<file path="src/rtl/godai_mem_arbiter.sv">
// Purpose     : shares one req/gnt/rvalid memory port between the core's instruction
//               and data interfaces, routing responses through an in-order ID FIFO.
// Latency     : request path and response routing are combinational (zero added cycles).
// Backpressure: a request is held locked to its winner until mem_gnt_i. mem_req_o is
//               suppressed while MAX_OUTSTANDING transactions are unanswered.
//
// Ports
//   clk, rst                      clock (rising edge), async active-high reset
//   instr_req/addr_i              instruction request (always a read)
//   instr_gnt/rvalid/rdata_o      instruction grant and response
//   data_req/we/be/addr/wdata_i   data request
//   data_gnt/rvalid/rdata/err_o   data grant and response (reads and writes)
//   mem_req/we/be/addr/wdata_o    shared memory request
//   mem_gnt/rvalid/rdata/err_i    shared memory grant and response
//   outstanding_o                 current ID FIFO occupancy
//   protocol_err_o                sticky: response arrived with no transaction pending
//
// Configuration
//   GODAI_ARB_ROUND_ROBIN_EN  defined   : round-robin between the two requesters
//                             undefined : fixed priority, DATA beats INSTR
module godai_mem_arbiter #(
    parameter int ADDR_WIDTH      = 32,
    parameter int DATA_WIDTH      = 32,
    parameter int MAX_OUTSTANDING = 2
) (
    input  logic                                   clk,
    input  logic                                   rst,

    input  logic                                   instr_req_i,
    input  logic [ADDR_WIDTH-1:0]                  instr_addr_i,
    output logic                                   instr_gnt_o,
    output logic                                   instr_rvalid_o,
    output logic [DATA_WIDTH-1:0]                  instr_rdata_o,

    input  logic                                   data_req_i,
    input  logic                                   data_we_i,
    input  logic [DATA_WIDTH/8-1:0]                data_be_i,
    input  logic [ADDR_WIDTH-1:0]                  data_addr_i,
    input  logic [DATA_WIDTH-1:0]                  data_wdata_i,
    output logic                                   data_gnt_o,
    output logic                                   data_rvalid_o,
    output logic [DATA_WIDTH-1:0]                  data_rdata_o,
    output logic                                   data_err_o,

    output logic                                   mem_req_o,
    output logic                                   mem_we_o,
    output logic [DATA_WIDTH/8-1:0]                mem_be_o,
    output logic [ADDR_WIDTH-1:0]                  mem_addr_o,
    output logic [DATA_WIDTH-1:0]                  mem_wdata_o,
    input  logic                                   mem_gnt_i,
    input  logic                                   mem_rvalid_i,
    input  logic                                   mem_err_i,
    input  logic [DATA_WIDTH-1:0]                  mem_rdata_i,

    output logic [$clog2(MAX_OUTSTANDING+1)-1:0]   outstanding_o,
    output logic                                   protocol_err_o
);

    localparam int BE_WIDTH = DATA_WIDTH / 8;
    localparam int CNT_W    = $clog2(MAX_OUTSTANDING + 1);
    // A depth-1 FIFO still needs a 1-bit pointer to keep the declarations legal.
    localparam int PTR_W    = (MAX_OUTSTANDING > 1) ? $clog2(MAX_OUTSTANDING) : 1;

    localparam logic                REQ_INSTR = 1'b0;
    localparam logic                REQ_DATA  = 1'b1;

    localparam logic [0:0]          ST_UNLOCKED = 1'b0;
    localparam logic [0:0]          ST_LOCKED   = 1'b1;

    localparam logic [CNT_W-1:0]    CNT_MAX  = CNT_W'(MAX_OUTSTANDING);
    localparam logic [PTR_W-1:0]    PTR_LAST = PTR_W'(MAX_OUTSTANDING - 1);

    // ------------------------------------------------------------------
    // State
    // ------------------------------------------------------------------
    logic [0:0]         state_q, state_d;
    logic               owner_q, owner_d;
    logic [CNT_W-1:0]   count_q, count_d;
    logic [PTR_W-1:0]   wr_ptr_q, wr_ptr_d;
    logic [PTR_W-1:0]   rd_ptr_q, rd_ptr_d;
    logic               id_fifo_q [MAX_OUTSTANDING];
    logic               perr_q, perr_d;
`ifdef GODAI_ARB_ROUND_ROBIN_EN
    // Requester that wins the next tie; flips away from whoever was just granted.
    logic               rr_q, rr_d;
`endif

    logic               any_req;
    logic               full;
    logic               empty;
    logic               pref;
    logic               sel;
    logic               push;
    logic               pop;
    logic               head;

    // ------------------------------------------------------------------
    // Arbitration
    // ------------------------------------------------------------------
    assign any_req = instr_req_i | data_req_i;
    assign full    = (count_q == CNT_MAX);
    assign empty   = (count_q == '0);

    always_comb begin
`ifdef GODAI_ARB_ROUND_ROBIN_EN
        pref = rr_q;
`else
        pref = REQ_DATA;
`endif
        if (state_q == ST_LOCKED) begin
            // A stalled request must keep presenting the same address/data to
            // the memory until it is granted, so the winner is frozen.
            sel = owner_q;
        end else if (instr_req_i && data_req_i) begin
            sel = pref;
        end else if (instr_req_i) begin
            sel = REQ_INSTR;
        end else if (data_req_i) begin
            sel = REQ_DATA;
        end else begin
            sel = pref;
        end
    end

    // Outputs are forced low while reset is held, even though they are
    // otherwise pure functions of the inputs.
    assign mem_req_o   = any_req & ~full & ~rst;
    assign mem_we_o    = (sel == REQ_DATA) ? data_we_i    : 1'b0;
    assign mem_be_o    = (sel == REQ_DATA) ? data_be_i    : {BE_WIDTH{1'b1}};
    assign mem_addr_o  = (sel == REQ_DATA) ? data_addr_i  : instr_addr_i;
    assign mem_wdata_o = (sel == REQ_DATA) ? data_wdata_i : '0;

    assign push        = mem_req_o & mem_gnt_i;
    assign instr_gnt_o = push & (sel == REQ_INSTR);
    assign data_gnt_o  = push & (sel == REQ_DATA);

    // ------------------------------------------------------------------
    // Response routing
    // ------------------------------------------------------------------
    // FIFO is always empty during reset, so no extra gating is needed here.
    assign head           = id_fifo_q[rd_ptr_q];
    assign pop            = mem_rvalid_i & ~empty;

    assign instr_rvalid_o = pop & (head == REQ_INSTR);
    assign data_rvalid_o  = pop & (head == REQ_DATA);
    assign instr_rdata_o  = mem_rdata_i;
    assign data_rdata_o   = mem_rdata_i;
    // The instruction side has no error return, so its errors are dropped.
    assign data_err_o     = data_rvalid_o & mem_err_i;

    assign outstanding_o  = count_q;
    assign protocol_err_o = perr_q;

    // ------------------------------------------------------------------
    // Next-state logic
    // ------------------------------------------------------------------
    always_comb begin
        state_d = state_q;
        owner_d = owner_q;
        if (state_q == ST_UNLOCKED) begin
            if (mem_req_o && !mem_gnt_i) begin
                state_d = ST_LOCKED;
                owner_d = sel;
            end
        end else begin
            // Stays locked even if the owner drops its request; that is a
            // requester bug and releasing would corrupt the memory handshake.
            if (mem_gnt_i) begin
                state_d = ST_UNLOCKED;
            end
        end
    end

    always_comb begin
        wr_ptr_d = wr_ptr_q;
        rd_ptr_d = rd_ptr_q;
        count_d  = count_q;
        if (push) begin
            wr_ptr_d = (wr_ptr_q == PTR_LAST) ? '0 : wr_ptr_q + PTR_W'(1);
        end
        if (pop) begin
            rd_ptr_d = (rd_ptr_q == PTR_LAST) ? '0 : rd_ptr_q + PTR_W'(1);
        end
        if (push && !pop) begin
            count_d = count_q + CNT_W'(1);
        end else if (pop && !push) begin
            count_d = count_q - CNT_W'(1);
        end
    end

    assign perr_d = perr_q | (mem_rvalid_i & empty);

`ifdef GODAI_ARB_ROUND_ROBIN_EN
    always_comb begin
        rr_d = rr_q;
        if (push) begin
            rr_d = ~sel;
        end
    end
`endif

    // ------------------------------------------------------------------
    // Registers
    // ------------------------------------------------------------------
    always_ff @(posedge clk or posedge rst) begin
        if (rst) begin
            state_q  <= ST_UNLOCKED;
            owner_q  <= REQ_DATA;
            count_q  <= '0;
            wr_ptr_q <= '0;
            rd_ptr_q <= '0;
            perr_q   <= 1'b0;
`ifdef GODAI_ARB_ROUND_ROBIN_EN
            rr_q     <= REQ_DATA;
`endif
        end else begin
            state_q  <= state_d;
            owner_q  <= owner_d;
            count_q  <= count_d;
            wr_ptr_q <= wr_ptr_d;
            rd_ptr_q <= rd_ptr_d;
            perr_q   <= perr_d;
`ifdef GODAI_ARB_ROUND_ROBIN_EN
            rr_q     <= rr_d;
`endif
        end
    end

    always_ff @(posedge clk or posedge rst) begin
        if (rst) begin
            for (int i = 0; i < MAX_OUTSTANDING; i++) begin
                id_fifo_q[i] <= REQ_DATA;
            end
        end else if (push) begin
            id_fifo_q[wr_ptr_q] <= sel;
        end
    end

endmodule

</file>
<file path="config.mk">
export PLATFORM = sky130hd
export DESIGN_NAME = godai_mem_arbiter
export DESIGN_NICKNAME = d
export VERILOG_FILES = /design/src/rtl/godai_mem_arbiter.sv
export SDC_FILE = /design/constraint.sdc
export NUM_CORES = 1
export LEC_CHECK = 0
export ABC_AREA = 1
export BUFFER_PORTS_ARGS = -buffer_cell sky130_fd_sc_hd__buf_2
export CAP_MARGIN = 20
export CORE_AREA = 5 5 106 108
export CTS_BUF_LIST = sky130_fd_sc_hd__clkbuf_8
export CTS_CLUSTER_DIAMETER = 40
export DETAILED_ROUTE_END_ITERATION = 12
export DIE_AREA = 0 0 111 113
export HOLD_SLACK_MARGIN = 0.06
export PLACE_DENSITY = 0.6
export RECOVER_POWER = 50
export SYNTH_ARGS = -nofsm -noshare
export SYNTH_HDL_FRONTEND = slang
export SYNTH_SLANG_ARGS = --single-unit
</file>
<file path="constraint.sdc">
create_clock -name clk -period 1.8 [get_ports clk]
set_input_delay 0.45 -clock clk [delete_from_list [all_inputs] [get_ports clk]]
set_output_delay 0.45 -clock clk [all_outputs]
set_load 0.1 [all_outputs]
</file>
Word level (Yosys, flattened, before mapping)
Cells that the tools add are included.

storage, ports and cells
  word-level logic and storage cells = 67
  input port bits = 140
  output and inout bits = 142
  register bits after elaboration = 9

cells by class
  magnitude comparators = 3
  equality and inequality tests = 1
  bitwise operators = 20
  mux-type cells = 20
  add/subtract/negate cells = 4
  reductions and logical operators = 11

operators with widths
  kind                 number
  $mux 32              2
  $mux 1               13
  $and 1x1->1          10
  $not 1->1            6
  $logic_and 1x1->1    5
  $ge 2x2->1 const B   2
  $mux 2               2
  $mux 4               1
  $not 1->2            2
  $logic_not 1->1      3
  $add 1x1->1 const B  2
  $add 2x1->2 const B  1
  $bwmux 2             1
  $eq 2x2->1 const B   1
  $logic_not 2->1      1
  $lt 2x1->1 const B   1
  $or 1x1->1           2
  $reduce_and 2->1     1
  $reduce_bool 2->1    1
  $sub 2x1->2 const B  1
  $demux 1 s1          1

Longest topological paths before layout
Gate-level depths: netlist of the first run.

  word-level depth = 9
  gate-level depth with buffers = 9
  depth with buffers taken out = 9

Worst setup path after synthesis of the first run
No wires, ideal clock.

  path type = register to output
  from = register count_q[1] (netlist: outstanding_o[1])
  to = output data_err_o
  buffers on the path = 0
  path slack = -2.256 ns
  arrival time = 3.606 ns
  required time = 1.350 ns
  cell stages (with the launch flop) = 5
  cells stage by stage = dfrtp_1 inv_1 nand2_1 nand2_1 nor3b_1

between the ends
  word-level cells in the longest chain between the ends = 5

RTL lines
  item                      line  RTL
  start: declaration        78    logic [CNT_W-1:0] count_q, count_d;
  start signal: assignment  219   count_q <= count_d;
  $logic_not 2->1           102   assign empty = (count_q == '0);
  $not 1->1                 142   assign pop = mem_rvalid_i & ~empty;
  $and 1x1->1               142
  $and 1x1->1               145   assign data_rvalid_o = pop & (head == REQ_DATA);
  $and 1x1->1               149   assign data_err_o = data_rvalid_o & mem_err_i;
  end: declaration          43    output logic data_err_o,

Every way passes these cells.

Final worst setup path of the first run
  from = register owner_q
  to = output mem_wdata_o[0]

between the ends
  word-level cells in the longest chain between the ends = 2

RTL lines
  item                      line  RTL
  start: declaration        77    logic owner_q, owner_d;
  start signal: assignment  218   owner_q <= owner_d;
  $mux 1                    110   if (state_q == ST_LOCKED) begin
  $mux 32                   131   assign mem_wdata_o = (sel == REQ_DATA) ? data_wdata_i : '0;
  end: declaration          49    output logic [DATA_WIDTH-1:0] mem_wdata_o,

Every way passes these cells.

==> impl_metrics.csv, run 1 <==
group,metric,value,unit
setup_path,cp-end-kind,"primary output",
floorplanning,die_area,0.01254,mm²
timing,hold_violations,0,
timing,min_period,2.061,ns
yosys,synthTopCellsByArea,"buf_4 30%, nand2_1 25%, inv_1 9.7%",
min_path,hold_path_class,"in -> async",
final_layout,nNetsFinal,594,
setup_path,timing.rr.end,"outstanding_o[1]",
yosys,synth_edf_count,0,
global_route,antenna_found_initial,0,
clock_tree,postCtsHoldBufs,0,
timing,grt_setup_unrepaired,"yes",
yosys,yosysSeqAreaShare,0.1347,
clock_tree,insertion_delay,0.23,ns
global_route,grt_pass1_vias,2290,
floorplanning,initial_core_util,0.1677,
yosys,synth_nets,447,
yosys,synth_seq_cells,9,
timing,finalClockSkew,0.0004009,ns
clock_tree,cts_buffers,3,
yosys,syn_inst,306,
timing,slew_headroom,0.6663,
yosys,netlist_top_cells_count,"111 x nand2_1, 67 x buf_4, 44 x inv_1",
setup_path,crit_fanout,7,
yosys,yosysMostFrequentCell,"nand2_1",
setup_path,start_kind,"flop",
outcome,violations,"setup timing",
yosys,synth_ff_type,"dfrtp_1",
place,place_ws,-0.1646,ns
power_and_ir_drop,cellPowerDensity,1510,mW/mm²
detailed_routing,vias,2293,
timing,max_freq,485.1,MHz
clock_tree,h-tree-depth,1,
detailed_routing,wl,8244,µm
detailed_routing,drc_errors,0,
final_layout,drive_gt1_frac,0.7677,
clock_tree,root_buffer,"clkbuf_8",
setup_path,regToRegStartpoint,"outstanding_o[0]",
clock_tree,clock-sinks,9,
timing,totalNegativeSetupSlack,-15.36,ns
setup_path,critPathKind,"reg -> out",
detailed_routing,viasPerCell,3.900,
power_and_ir_drop,p_leak,2.339,nW
yosys,yosysTopAreaCell,"buf_4",
clock_tree,clkTransAtPathRegs,0.05,ns
global_route,grt_max_degree,35,
power_and_ir_drop,ir_worst_vdd,0.6389,mV
yosys,synth_top_area_share,0.2958,
floorplanning,ioPinCount,282,
place,gp_congestion,0.8498,
timing,min_period_over_period,1.145,
final_layout,num_antenna_cells,0,
floorplanning,row_count,37,
floorplanning,die_h,113,µm
detailed_routing,ant_nets,0,
floorplanning,die_width,111,µm
place,io_buffers,185,
yosys,syn_area,0.001700,mm²
yosys,ys_types,22,
yosys,async_reset_ff_frac,1.000,
clock_tree,clockBufferDepth,2,
timing,maxSlewViolCount,0,
yosys,yosys_warnings,0,
global_route,grt_overflow_total,0,
global_route,grt_use_total,0.1074,
setup_path,ff2ff_path_depth,9,
floorplanning,core,0.01014,mm²
clock_tree,cts_tree,"yes",
setup_path,cp.arrival,1.61,ns
setup_path,r2r_slack,0.17,ns
detailed_routing,wl_per_cell,14.02,µm
detailed_routing,first_pass_iters,4,
place,dpl-instance-area,0.004138,mm²
final_layout,syn_to_final_growth,175.6,%
global_route,grt_pass1_wl,11360,µm
final_layout,fin_area,0.004687,mm²
final_layout,utilization,0.4623,
timing,tightest_slew,0.5005,ns
timing,fin_ws,-0.2613,ns
timing,finalSetupViolCount,72,
outcome,outcome,"finished, violations left",
place,post-dp-hpwl,6398,µm
detailed_routing,drt_iter0_drc,43,
job,cap_violations,0,
setup_path,startpoint,"owner_q",
setup_path,required,1.35,ns
yosys,synth.avg_cell_area,5.557,µm²
==> per-layer routing <==
| layer | up-vias | part of all wire | wire [µm] | track usage |
|---|---|---|---|---|
| met3 | 26 | 0.10 | 822 | 0.04225 |
| met4 | 0 | 0.025 | 210 | 0.04269 |
| met2 | 143 | 0.54 | 4416 | 0.1958 |
| met5 | - | 0 | 0 | 0 |
| li1 | 1111 | - | - | - |
| met1 | 1013 | 0.34 | 2794 | 0.1106 |
==> cells by family (layout without fill, tap and decap cells) <==
kind of cell,Yosys count,after routing,synth area share
compound gates,3,3,0.01251
xor+xnor,3,3,0.01546
fa+ha+maj,1,1,0.007357
buf+inv,121,267,0.4216
flops,9,9,0.1347
simple gates,169,169,0.4084
==> final cells by class <==
| cell class | instances | area (µm²) |
|---|---|---|
| inverter | 47 | 214.0 |
| tap | 136 | 170.2 |
| clock inverter | 1 | 3.754 |
| fill | 944 | 5451 |
| sequential | 9 | 236.5 |
| multi-input combinational | 176 | 1520 |
| timing repair buffer | 212 | 2400 |
| timing repair inverter | 4 | 101.3 |
| clock buffer | 3 | 41.29 |
==> cells in the final DEF, fill, tap and decap left out <==
| master | Yosys | final |
|---|---|---|
| buf_12 | 0 | 83 |
| clkinv_16 | 0 | 4 |
| nand3_4 | 0 | 2 |
| o21a_4 | 0 | 1 |
| inv_6 | 0 | 1 |
| xnor2_1 | 2 | 2 |
| inv_2 | 2 | 4 |
| inv_8 | 0 | 1 |
| a21oi_1 | 1 | 1 |
| buf_2 | 7 | 109 |
| nor2_1 | 42 | 5 |
| nand2_8 | 0 | 1 |
| clkbuf_1 | 0 | 2 |
| clkbuf_8 | 0 | 3 |
| dfstp_2 | 3 | 3 |
| a31o_2 | 1 | 1 |
| inv_1 | 44 | 40 |
| nor3b_4 | 0 | 1 |
| buf_6 | 0 | 4 |
| inv_4 | 1 | 1 |
| dfrtp_4 | 0 | 2 |
| nand3_1 | 3 | 3 |
| nor2_2 | 0 | 1 |
| buf_4 | 67 | 12 |
| clkbuf_16 | 0 | 2 |
| nand2_1 | 111 | 43 |
| ha_1 | 1 | 1 |
| or2_4 | 0 | 4 |
| xor2_1 | 1 | 1 |
| clkinvlp_4 | 0 | 1 |
| nor2_4 | 1 | 37 |
| dfrtp_1 | 6 | 4 |
| nand2_2 | 0 | 14 |
| nand2_4 | 2 | 55 |
| nand4_1 | 3 | 3 |
==> metrics by stage <==
| stage | hold slack (ns) | cells | total power [mW] |
|---|---|---|---|
| 2_1_floorplan | 0.3070 | 306 | 4.971 |
| 3_3_place_gp | 0.4551 | 569 | 6.216 |
| 3_5_place_dp | 0.4519 | 569 | 6.291 |
| 4_1_cts | 0.2972 | 575 | 6.606 |
| 5_1_grt | 0.4545 | 588 | 7.340 |
| 6_report | 0.4042 | 588 | 7.078 |
==> power breakdown <==
part	internal (mW)	switching (mW)
clock network	0.148	0.0788
registers	0.328	0.0916
logic	2.27	4.17
total	2.74	4.34
==> timing repair <==
item | in CTS | in global routing
pin swaps | 2 | 3
resized for setup | 6 | 78
endpoints found under the setup margin | 74 | 74
gates cloned | 0 | 6
setup buffers | 2 | 7
==> worst max path at each step <==
stage          slack [ns]              end  cells after the start
5_1_grt             -0.31  mem_wdata_o[19]                      7
3_3_place_gp        -0.11   mem_addr_o[10]                      8
4_1_cts             -0.27   mem_wdata_o[0]                      7
6_report            -0.26   mem_wdata_o[0]                      7
3_5_place_dp        -0.16   mem_addr_o[20]                      8
2_1_floorplan       -0.34       data_err_o                      4
==> state kept, by name (all words and copies together), names as in the netlist <==
register,flops
wr_ptr_q,1
outstanding_o,2
state_q,1
protocol_err_o,1
owner_q,1
rd_ptr_q,1
id_fifo_q,2
==> worst max-delay path, stage by stage (launching register included) <==
cell and delay [ns]:
dfstp_2 0.54, inv_2 0.05, nand2_4 0.08, nand2_8 0.10, clkbuf_16 0.18, buf_4 0.14
nor2_4 0.11, buf_12 0.18
Power figures use the tool's default switching activity.
==> run 2: changes to the inputs <==
--- a/config.mk
+++ b/config.mk
@@ -14,8 +14,8 @@
 export DETAILED_ROUTE_END_ITERATION = 12
 export DIE_AREA = 0 0 111 113
 export HOLD_SLACK_MARGIN = 0.06
-export PLACE_DENSITY = 0.6
 export RECOVER_POWER = 50
+export SKIP_LAST_GASP = 1
 export SYNTH_ARGS = -nofsm -noshare
 export SYNTH_HDL_FRONTEND = slang
 export SYNTH_SLANG_ARGS = --single-unit
==> run 2 against run 1 <==
The run still ends with setup timing left; clock power barely moved; critical path type unchanged; clock-buffer cell count did not move; clock skew hardly changed; global-route usage unchanged; design area fell by 0.80%; worst hold slack better by 0.00079 ns; critical endpoint unchanged; register-to-register slack about the same; largest cell class unchanged; utilization down 0.37 points; highest routed layer unchanged; non-clock buffer count is the same; combinational power about the same; maximum frequency about the same; setup slack better by 0.0013 ns.
==> impl_metrics.csv, run 2 (synthesis results as in run 1) <==
group,metric,value,unit
clock_tree,root_buffer,"clkbuf_8",
final_layout,drive_gt1_frac,0.7633,
global_route,grt_pass1_vias,2290,
setup_path,ff2ff_path_depth,9,
final_layout,layout.cells.most_common,"buf_2",
final_layout,fin_area,0.004649,mm²
floorplanning,ioPinCount,282,
floorplanning,die_area,0.01254,mm²
power_and_ir_drop,p_total,7.048,mW
final_layout,num_antenna_cells,0,
floorplanning,die_width,111,µm
place,post-dp-hpwl,6398,µm
floorplanning,initial_core_util,0.1677,
timing,tightest_slew,0.5008,ns
final_layout,fill_cells,953,
place,gp_congestion,0.8498,
power_and_ir_drop,cellPowerDensity,1516,mW/mm²
clock_tree,clockBufferDepth,2,
setup_path,start_kind,"flop",
job,cap_violations,0,
global_route,antenna_found_initial,0,
final_layout,syn_to_final_growth,173.4,%
timing,min_period_over_period,1.144,
timing,slew_headroom,0.6661,
setup_path,cp.arrival,1.61,ns
clock_tree,clock-sinks,9,
clock_tree,h-tree-depth,1,
global_route,grt_overflow_total,0,
global_route,grt_pass1_wl,11360,µm
detailed_routing,drt_iter0_drc,40,
global_route,grt_max_degree,35,
detailed_routing,viasPerCell,3.900,
timing,max_freq,485.4,MHz
timing,fin_ws,-0.2600,ns
detailed_routing,first_pass_iters,4,
detailed_routing,ant_nets,0,
timing,finalClockSkew,0.0004605,ns
place,io_buffers,185,
outcome,violations,"setup timing",
timing,maxSlewViolCount,0,
timing,min_period,2.060,ns
clock_tree,clkTransAtPathRegs,0.05,ns
timing,grt_setup_unrepaired,"yes",
place,place_ws,-0.1646,ns
outcome,outcome,"finished, violations left",
clock_tree,insertion_delay,0.23,ns
setup_path,r2r_slack,0.17,ns
detailed_routing,vias,2293,
min_path,hold_path_class,"in -> async",
final_layout,nNetsFinal,594,
setup_path,cp-end-kind,"primary output",
clock_tree,cts_tree,"yes",
clock_tree,cts_buffers,3,
timing,hold_violations,0,
detailed_routing,wl,8225,µm
floorplanning,die_h,113,µm
detailed_routing,drc_errors,0,
floorplanning,row_count,37,
place,dpl-instance-area,0.004138,mm²
detailed_routing,wl_per_cell,13.99,µm
final_layout,layout_common_cells,"109 x buf_2, 83 x buf_12, 50 x nand2_4, 45 x nand2_1, 40 x inv_1",
setup_path,critPathKind,"reg -> out",
power_and_ir_drop,p_leak,2.321,nW
global_route,grt_use_total,0.1074,
setup_path,crit_fanout,7,
floorplanning,core,0.01014,mm²
clock_tree,postCtsHoldBufs,0,
timing,finalSetupViolCount,72,
power_and_ir_drop,ir_worst_vdd,0.6380,mV
setup_path,required,1.35,ns
## run 2: cell counts in the layout (fill, tap and decap cells not counted)
Identical to the previous run, type by type.
## run 2: final cells by class
| cell class | instances | area, µm² | area share |
|---|---|---|---|
| clock buffer | 3 | 41.29 | 0.008881 |
| clock inverter | 1 | 3.754 | 0.0008073 |
| inverter | 47 | 214.0 | 0.04602 |
| multi-input combinational | 176 | 1490 | 0.3205 |
| sequential | 9 | 236.5 | 0.05086 |
| tap | 136 | 170.2 | 0.03660 |
| timing repair buffer | 212 | 2392 | 0.5145 |
| timing repair inverter | 4 | 101.3 | 0.02180 |
## run 2: path summary, 6_finish.rpt
check | start | endpoint
min in group clk | mem_gnt_i | state_q
worst min-delay path | rst | protocol_err_o
max in group asynchronous | rst | outstanding_o[0]
worst min register to register | protocol_err_o | protocol_err_o
worst max-delay path | owner_q | mem_wdata_o[0]
worst max register to register | outstanding_o[0] | outstanding_o[1]
## run 2: stage by stage
step           instances  utilization  hold WS [ns]  setup TNS (ns)
2_1_floorplan        306            -        0.3070          -1.941
3_3_place_gp         569       0.4081        0.4551          -5.464
3_5_place_dp         569       0.4081        0.4519          -6.985
4_1_cts              575       0.4159        0.2972          -15.41
5_1_grt              588       0.4586        0.4545          -19.28
6_report             588       0.4586        0.4049          -15.47
## run 2: worst max-delay path, cell delays in order, from the launching register on
cell       delay, ns
dfstp_2         0.54
inv_2           0.05
nand2_4         0.08
nand2_8         0.10
clkbuf_16       0.18
buf_4           0.14
nor2_4          0.11
buf_12          0.18
## run 2: per-layer routing
layer  track usage  vias up  wire length [µm]
met5             0        -                 0
met4       0.04269        0               193
met3       0.04225       24               864
met2        0.1958      143              4397
met1        0.1106     1015              2769
li1              -     1111                 -
## run 2: power breakdown
group,internal [mW],switching [mW]
Combinational,2.25,4.15
Clock,0.148,0.0789
Sequential,0.328,0.0916
## run 2: timing repair
item	4_1_cts	5_1_grt
pin swaps	2	3
buffers inserted	2	7
endpoints found under the setup margin	74	74
resized for setup	6	69
cloned	0	6
==> run 3: changes to the inputs <==
--- a/config.mk
+++ b/config.mk
@@ -13,7 +13,9 @@
 export CTS_CLUSTER_DIAMETER = 40
 export DETAILED_ROUTE_END_ITERATION = 12
 export DIE_AREA = 0 0 111 113
+export GPL_TIMING_DRIVEN = 0
 export HOLD_SLACK_MARGIN = 0.06
+export MAX_ROUTING_LAYER = met4
 export RECOVER_POWER = 50
 export SKIP_LAST_GASP = 1
 export SYNTH_ARGS = -nofsm -noshare
==> run 3 against run 2 <==
The run still ends with setup timing left; sequential share of layout area fell by 0.62 points; utilization rose by 6.3 points; power rose by 7.3%; maximum frequency fell by 0.23%; critical path type unchanged; largest cell class unchanged; highest routed layer unchanged.
==> impl_metrics.csv, run 3 (synthesis results as in run 1) <==
group,metric,value,unit
floorplanning,core,0.01014,mm²
setup_path,cp.arrival,1.61,ns
timing,finalClockSkew,0.002925,ns
timing,fin_ws,-0.2648,ns
global_route,met2_usage,0.2755,
place,post-dp-hpwl,6998,µm
floorplanning,row_count,37,
timing,tightest_slew,0.5575,ns
global_route,grt-busiest-layer,"met2",
clock_tree,root_buffer,"clkbuf_8",
power_and_ir_drop,ir_worst_vdd,0.7702,mV
detailed_routing,first_pass_iters,4,
place,placed_cells,691,
timing,slew_headroom,0.6283,
final_layout,layout_common_cells,"143 x buf_2, 79 x buf_12, 70 x buf_4, 53 x nand2_4, 47 x nand2_1",
floorplanning,initial_core_util,0.1677,
timing,max_freq,484.3,MHz
global_route,grt_use_total,0.1419,
timing,maxSlewViolCount,0,
place,io_buffers,249,
clock_tree,clockBufferDepth,2,
timing,min_period_over_period,1.147,
final_layout,nNetsFinal,712,
floorplanning,die_width,111,µm
setup_path,cp-end-kind,"primary output",
global_route,grt_overflow_total,0,
timing,min_period,2.065,ns
setup_path,start_kind,"flop",
global_route,antenna_found_initial,0,
power_and_ir_drop,cellPowerDensity,1430,mW/mm²
place,gp_congestion,0.8742,
global_route,grt_max_degree,11,
job,cap_violations,0,
global_route,grt_pass1_wl,14550,µm
clock_tree,cts_tree,"yes",
final_layout,syn_to_final_growth,211.1,%
final_layout,num_antenna_cells,0,
floorplanning,die_h,113,µm
outcome,violations,"setup timing",
setup_path,required,1.35,ns
setup_path,critPathKind,"reg -> out",
final_layout,layout.cells.most_common,"buf_2",
final_layout,drive_gt1_frac,0.8105,
global_route,grt_use_met3,0.02246,
detailed_routing,wl,9761,µm
global_route,grt_pass1_vias,3039,
clock_tree,clock-sinks,9,
min_path,hold_path_class,"in -> async",
timing,hold_violations,0,
clock_tree,h-tree-depth,1,
global_route,gr-usage-met1,0.1548,
detailed_routing,viasPerCell,3.976,
detailed_routing,drt_iter0_drc,86,
floorplanning,die_area,0.01254,mm²
clock_tree,cts_buffers,3,
power_and_ir_drop,p_leak,2.824,nW
timing,grt_setup_unrepaired,"yes",
detailed_routing,ant_nets,0,
setup_path,crit_fanout,8,
detailed_routing,wl_per_cell,13.83,µm
detailed_routing,vias,2807,
final_layout,fill_cells,854,
timing,finalSetupViolCount,74,
final_layout,final_cell_count_no_fill,706,
place,place_ws,-0.5415,ns
clock_tree,insertion_delay,0.23,ns
detailed_routing,drc_errors,0,
clock_tree,clkTransAtPathRegs,0.05,ns
floorplanning,ioPinCount,282,
outcome,outcome,"finished, violations left",
## run 3: cell type report
cell class / instances / area [µm²] / share of cell area
repair buffers: 259 / 2496 / 0.4719
multi-input cells: 177 / 1506 / 0.2848
plain buffers: 74 / 636.9 / 0.1204
flip-flops and latches: 9 / 236.5 / 0.04470
inverters: 47 / 198.9 / 0.03761
well taps: 136 / 170.2 / 0.03217
clock buffers: 3 / 41.29 / 0.007805
clock inverters: 1 / 3.754 / 0.0007096
## run 3: final timing paths
check	end	cells past startpoint	slack [ns]	startpoint
min in group clk	state_q	2	0.45	mem_gnt_i
setup reg to reg	outstanding_o[1]	7	0.14	outstanding_o[1]
hold reg to reg	protocol_err_o	1	0.46	protocol_err_o
hold / removal	rd_ptr_q	3	0.42	rst
setup / recovery	mem_addr_o[23]	8	-0.26	owner_q
max in group asynchronous	outstanding_o[1]	3	0.96	rst
## run 3: worst max-delay path, stage by stage (launching register included)
cell,delay (ns)
dfstp_2,0.53
inv_2,0.04
nand2_4,0.11
nand2_8,0.10
inv_12,0.12
clkbuf_16,0.17
nand2_2,0.07
nand2_4,0.06
buf_12,0.17
## run 3: metrics by stage
stage                       util  total power [mW]  TNS [ns]  hold slack [ns]  cell area, µm²
after floorplan                -             4.971    -1.941           0.3070            2322
after global placement    0.3688             5.629    -23.51           0.4473            3739
after detailed placement  0.3688             5.663    -25.13           0.4526            3739
after CTS                 0.5022             7.371    -15.24           0.2620            5091
after global routing      0.5218             7.826    -18.07           0.4471            5290
final                     0.5218             7.565    -13.52           0.4205            5290
## run 3: layer usage
layer,vias up,share of wire
li1,1351,-
met1,1281,0.35
met2,165,0.56
met3,10,0.075
met4,0,0.011
met5,-,0
## run 3: power breakdown
group,switching (mW),internal (mW),leakage [nW]
Sequential,0.0878,0.328,0.0986
Clock,0.0867,0.149,0.0269
Combinational,4.66,2.25,2.70
Total,4.83,2.73,2.82
## run 3: timing repair
action / in CTS / in global routing
endpoints found under the setup margin: 75 / 75
buffers inserted: 7 / 0
gates resized for setup: 318 / 51
hold buffers: 0 / 0
pin swaps: 4 / 3
gates cloned: 3 / 2
